[config.mk]
export PLATFORM = sky130hd
export DESIGN_NAME = reg_dump_reader
export DESIGN_NICKNAME = d
export VERILOG_FILES = /design/src/rtl/reg_dump_reader.sv
export SDC_FILE = /design/constraint.sdc
export NUM_CORES = 1
export LEC_CHECK = 0
export CORE_MARGIN = 5
export CORE_UTILIZATION = 40
export CTS_CLUSTER_DIAMETER = 30
export CTS_CLUSTER_SIZE = 28
export DETAILED_ROUTE_END_ITERATION = 16
export HOLD_SLACK_MARGIN = 0.05
export PLACE_DENSITY = 0.76
export RECOVER_POWER = 25
export SLEW_MARGIN = 20
export SYNTH_ARGS = -nofsm -noshare
export SYNTH_HDL_FRONTEND = slang
export SYNTH_SLANG_ARGS = --single-unit
[constraint.sdc]
create_clock -name clk -period 1.8 [get_ports clk]
set_input_delay 0.36 -clock clk [delete_from_list [all_inputs] [get_ports clk]]
set_output_delay 0.36 -clock clk [all_outputs]
set_load 0.02 [all_outputs]
[src/rtl/reg_dump_reader.sv]
// Register dump reader: walks a latched mask over the register file read
// port and streams each selected register out as an (addr, data) beat.
module reg_dump_reader #(
  parameter int NUM_REGS = 32,
  parameter int ADDR_W   = 5,
  parameter int DATA_W   = 32
) (
  input  logic                clk,
  input  logic                rst_n,
  input  logic                start,
  input  logic [NUM_REGS-1:0] reg_mask,
  output logic [ADDR_W-1:0]   rf_addr,
  input  logic [DATA_W-1:0]   rf_data,
  output logic                out_valid,
  input  logic                out_ready,
  output logic [ADDR_W-1:0]   out_addr,
  output logic [DATA_W-1:0]   out_data,
  output logic                busy,
  output logic                done
);

  typedef enum logic [1:0] {
    IDLE,
    SCAN,
    HOLD,
    DONE
  } state_t;

  localparam logic [ADDR_W-1:0] LAST = ADDR_W'(NUM_REGS - 1);

  state_t              state;
  logic [ADDR_W-1:0]   ptr;
  logic [NUM_REGS-1:0] maskQ;

  logic isLast;
  logic selHit;

  assign rf_addr = ptr;
  assign isLast  = (ptr == LAST);
  assign selHit  = maskQ[ptr];

  always_ff @(posedge clk or negedge rst_n) begin
    if (!rst_n) begin
      state     <= IDLE;
      ptr       <= '0;
      maskQ     <= '0;
      out_valid <= 1'b0;
      out_addr  <= '0;
      out_data  <= '0;
      busy      <= 1'b0;
      done      <= 1'b0;
    end else begin
      unique case (state)
        IDLE: begin
          done <= 1'b0;
          if (start) begin
            maskQ <= reg_mask;
            ptr   <= '0;
            busy  <= 1'b1;
            state <= SCAN;
          end
        end
        SCAN: begin
          // rf_data is combinational on ptr, so capture it this cycle
          if (selHit) begin
            out_data  <= rf_data;
            out_addr  <= ptr;
            out_valid <= 1'b1;
            state     <= HOLD;
          end else if (isLast) begin
            done  <= 1'b1;
            busy  <= 1'b0;
            state <= DONE;
          end else begin
            ptr <= ptr + 1'b1;
          end
        end
        HOLD: begin
          if (out_ready) begin
            out_valid <= 1'b0;
            if (isLast) begin
              done  <= 1'b1;
              busy  <= 1'b0;
              state <= DONE;
            end else begin
              ptr   <= ptr + 1'b1;
              state <= SCAN;
            end
          end
        end
        DONE: begin
          done  <= 1'b0;
          ptr   <= '0;
          state <= IDLE;
        end
        default: state <= IDLE;
      endcase
    end
  end

endmodule

After elaboration in Yosys (flattened, before gate mapping)
Cells that the tools add are included.
{ "word_totals": {"reg_bits": 79, "in_bits": 68, "wordCells": 55} }
{ "classes": {"addsub": 1, "order_cmp": 1, "eq_ne": 9, "n_mux": 25, "reduce_logical": 11} }
{ "op_table": {"columns": ["operator", "n"], "rows": [
  ["5-bit 2-to-1 mux", 4],
  ["5-bit one-hot mux with 4 select lines", 1],
  ["1-bit 2-to-1 mux", 10],
  ["2-bit 2-to-1 mux", 5],
  ["3-bit AND reduction", 3],
  ["2-bit inequality test, second input constant", 4],
  ["2-bit one-hot mux with 4 select lines", 1],
  ["5-bit by 6-bit less-than comparator with 1-bit output, second input constant", 1],
  ["1-bit one-hot mux with 3 select lines", 2],
  ["2-bit AND reduction", 3],
  ["5-bit by 1-bit adder with 5-bit output, second input constant", 1],
  ["1-bit binary-select mux with 5-bit select", 1],
  ["5-bit equality test, second input constant", 1],
  ["2-bit equality test, second input constant", 2],
  ["4-bit AND reduction", 1],
  ["3-bit inequality test, second input constant", 1],
  ["3-bit nonzero test", 1],
  ["2-bit by 1-bit equality test with 1-bit output, second input constant", 1],
  ["2-bit zero test", 1],
  ["1-bit one-hot mux with 2 select lines", 1],
  ["2-bit nonzero test", 1],
  ["2-bit OR reduction", 1]
]} }

Logic depth before layout (Yosys ltp)
{ "depth": {"ltp_word": 4, "mapped_depth": 9} }

Least setup slack after synthesis
Ideal clock, no wire load.
{ "synth_path": {"path_type": "reg2reg", "startpoint": "register ptr[1], in the netlist rf_addr[1]", "endpoint": "register ptr[3], in the netlist rf_addr[3]", "setup_time_ns": 0.124, "arrival_time_ns": 1.904, "required_ns": 1.676, "path_slack_ns": -0.228, "path_stages_with_launch": 10, "path_buffers": 3, "cell_sequence": "dfrtp_1 -> buf_2 -> mux2i_1 -> nand3_1 -> nand3_1 -> a41o_1 -> buf_2 -> buf_6 -> a21boi_0 -> a211o_1"} }
{ "synth_via": {"elab_chain_cells": 4, "word_cells_on_any_way": 10} }
{ "synth_rtl": {"columns": ["item", "line_no", "rtl"], "rows": [
  ["start, declared", "32", "logic [ADDR_W-1:0] ptr;"],
  ["start signal, assigned", "75", "ptr <= ptr + 1'b1;"],
  ["start signal, assigned", "86", "ptr <= ptr + 1'b1;"],
  ["5-bit by 1-bit adder with 5-bit output, or another cell as far along", "75, 86", null],
  ["5-bit 2-to-1 mux / 1-bit 2-to-1 mux (equally long branches)", "70, 81, 40", null],
  ["5-bit 2-to-1 mux, or another cell as far along", "79", "if (out_ready) begin"],
  ["5-bit one-hot mux with 4 select lines / 3-bit AND reduction (equally long branches)", null, null]
]} }
Several ways; a longest one is shown, not always the timed one. The select of a mux whose other input is x is not followed.
A chain may end at the register's enable or synchronous reset.

Worst setup path in the final report
{ "layout_path": {"startpoint": "register ptr[1], in the netlist rf_addr[1]", "endpoint": "register out_data[5]"} }
{ "layout_via": {"elab_chain_cells": 3} }
{ "layout_rtl": {"columns": ["item", "line_no", "rtl"], "rows": [
  ["1-bit binary-select mux with 5-bit select", "40", "assign selHit = maskQ[ptr];"],
  ["1-bit 2-to-1 mux (not written as such)", "40", null],
  ["2-bit AND reduction (no line)", null, null],
  ["end signal, assigned", "66", "out_data <= rf_data;"],
  ["end, declared", "17", "output logic [DATA_W-1:0] out_data,"]
]} }
No other way between the ends. The select of a mux whose other input is x is not followed.

==> impl_metrics.json <==
{
  "gp_congestion": 0.797,
  "status": "complete, but fails checks",
  "grt_antenna_before_repair": 0,
  "p_leak_nw": 2.22,
  "die_area_um2": 10800,
  "clock_path_buffers": 2,
  "syn_inst": 261,
  "fin_crit_ns": 1.96,
  "globalRouteTotalUtil": 0.154,
  "fmaxAchievable_ghz": 0.510,
  "antenna_cells": 0,
  "overflow": 0,
  "ys_ff_latch": 79,
  "cp.required_ns": 2.03,
  "rsz0062_at_grt": "true",
  "power.density_nw_per_um2": 1780,
  "wirelength_mm": 8.23,
  "cp_max_fo": 16,
  "mostFrequentLayoutCells": "106 x clkdlybuf4s50_1, 76 x dfrtp_1, 68 x mux2_2, 21 x buf_4, 13 x mux2i_1",
  "yosysUniqueCellTypes": 35,
  "final.period_utilization": 1.09,
  "placed_cells": 492,
  "ys_seq_area_frac": 0.559,
  "slew_violations": 0,
  "final_area_um2": 5200,
  "ys.flop_type": "dfrtp_1",
  "detail_route.first_pass.iterations": 4,
  "fin_worst_skew_ns": 0.0107,
  "hold_viol_final": 0,
  "drive_above_1_share": 0.317,
  "finalPower_mw": 9.24,
  "vias": 2605,
  "synth_top_area_cell": "dfrtp_1",
  "place_area_um2": 4940,
  "grt_max_degree": 49,
  "critPathKind": "reg2reg",
  "cts-root-buf": "clkbuf_8",
  "rows": 34,
  "grt_pass1_vias": 2791,
  "async_reset_ff_frac": 1.00,
  "setup_slack_ns": -0.161,
  "fin_nets": 473,
  "cts_tree": "built",
  "synth-edff-count": 0,
  "ant_nets": 0,
  "wl_per_cell_um": 16.1,
  "grt_pass1_wl_mm": 13.7,
  "cts_max_level": 3,
  "syn_nets": 335,
  "post-synth-top-area-fraction": 0.559,
  "final_util": 0.599,
  "crit_family": "compound AO/OA/AOI/OAI gates",
  "die_h_um": 104,
  "dp_hpwl_mm": 6.07,
  "path_buf_inv": 2,
  "slowest_delay_ns": 0.43,
  "yosysWarnings": 0,
  "slowest_stage": "dfrtp_2",
  "drtIter0Drc": 97,
  "final_common_cell": "clkdlybuf4s50_1",
  "clock_latency_ns": 0.35,
  "avgViaCountPerCell": 5.09,
  "crit_arrival_ns": 2.19,
  "synth_area_um2": 3540,
  "violations": "negative setup slack",
  "initial_core_util": 0.408,
  "setup_viol": 44,
  "cts.sinks": 79,
  "cts_buffers": 9,
  "crit_chain": "buf_4 > mux2i_1 > a22oi_1 > nand3_1 > a41o_4 > clkbuf_16 > mux2_2",
  "tightest_slew_ns": 0.655,
  "portBuffers": 112,
  "fin_cells": 512,
  "core_um2": 8680,
  "drv_cap": 0,
  "drc": 0,
  "synthTopCellsByArea": "dfrtp_1 56%, mux2_2 22%, mux2i_1 4.5%",
  "areaGrowthSynthToFinish_pct": 46.9,
  "clk_pin_slew_ns": 0.08,
  "die_w_um": 104,
  "end_kind": "register",
  "ios": 113,
  "n_fill_cell": 707,
  "ir_drop_uv": 824,
  "hp-class": "in2async",
  "cp-start-kind": "register",
  "slew_headroom": 0.564,
  "avgSynthCellArea_um2": 13.6
}
-- flip-flops by register name, indices dropped and copies added (netlist names) --
name and count:
maskQ 32, out_data 32, out_addr 5, rf_addr 5, state 2, busy 1
done 1, out_valid 1
-- where the power goes --
group,internal [mW],switching (mW),leakage (nW),total (mW)
clock network,0.493,0.639,0.0781,1.13
registers,2.65,0.491,0.944,3.14
logic,2.75,2.21,1.20,4.96
total,5.90,3.34,2.22,9.24
-- repair_timing --
item,CTS,global route
hold endpoints to repair,50,0
setup buffers,1,1
endpoints found under the setup margin,50,47
gates resized for setup,11,11
hold buffers,1,0
gates cloned,0,1
pin swaps,1,4
-- synth_stat cells (2+ instances only) --
cell type / instances
nor4_1: 2
nor2b_1: 2
inv_1: 9
nor3_1: 2
a21boi_0: 4
nor2_1: 3
o2bb2ai_1: 4
nand3_1: 9
and3_1: 4
dfrtp_1: 79
a21oi_1: 5
a211o_1: 2
nand2b_1: 3
a22oi_1: 5
buf_2: 4
mux2i_1: 16
buf_6: 5
mux2_2: 68
o21ai_0: 2
a31oi_1: 5
ha_1: 6
nand2_1: 7
buf_1: 3
-- through the flow --
stage	setup slack, ns	setup TNS (ns)	hold slack, ns
global placement	-0.178	-6.93	0.163
floorplan	-0.0760	-2.96	0.0644
global route	-0.267	-11.01	0.354
detailed placement	-0.205	-7.68	0.163
CTS	-0.175	-6.61	0.314
finish	-0.161	-5.67	0.342
-- layer usage --
layer | wire length (µm) | vias to the layer above | track usage
met1 | 3480 | 1284 | 0.195
met5 | 0 | - | 0
met3 | 481 | 16 | 0.0397
met4 | 159 | 0 | 0.0648
met2 | 4110 | 81 | 0.251
li1 | - | 1224 | -
-- final cells by class --
type                       instances  area (µm²)  area share
timing repair buffer             140        1380       0.266
clock buffer                      10         128      0.0246
tap                              108         135      0.0260
multi-input combinational        160        1500       0.289
sequential                        79        1980       0.381
inverter                           9        33.8     0.00650
clock inverter                     6        37.5     0.00722
-- worst register-to-register path: stages, from the launching register on --
cell and delay (ns):
dfrtp_2 0.43, buf_4 0.17, mux2i_1 0.12, a22oi_1 0.19
nand3_1 0.13, a41o_4 0.34, clkbuf_16 0.19, mux2_2 0.28
-- cell families (layout without fill, tap and decap cells) --
logic type               after synthesis  count (layout)  synth area share
AO/OA/AOI/OAI                         34              34            0.0697
adder cells (fa/ha/maj)                6               6            0.0212
buffers and inverters                 22             165            0.0354
flip-flops                            79              79             0.559
multiplexers                          84              84             0.262
AND/OR/NAND/NOR                       36              36            0.0534
-- path summary, 6_finish.rpt --
path,startpoint,to,slack [ns],cells past startpoint
max in group asynchronous,rst_n,rf_addr[1],0.50,3
setup / recovery,rf_addr[1],out_data[5],-0.16,7
hold / removal,rst_n,out_data[26],0.34,2
min in group clk,out_addr[0],out_addr[0],0.49,2
setup reg to reg,rf_addr[1],out_data[5],-0.16,7
hold reg to reg,out_addr[0],out_addr[0],0.49,2
(Power assumes the default switching activity.)
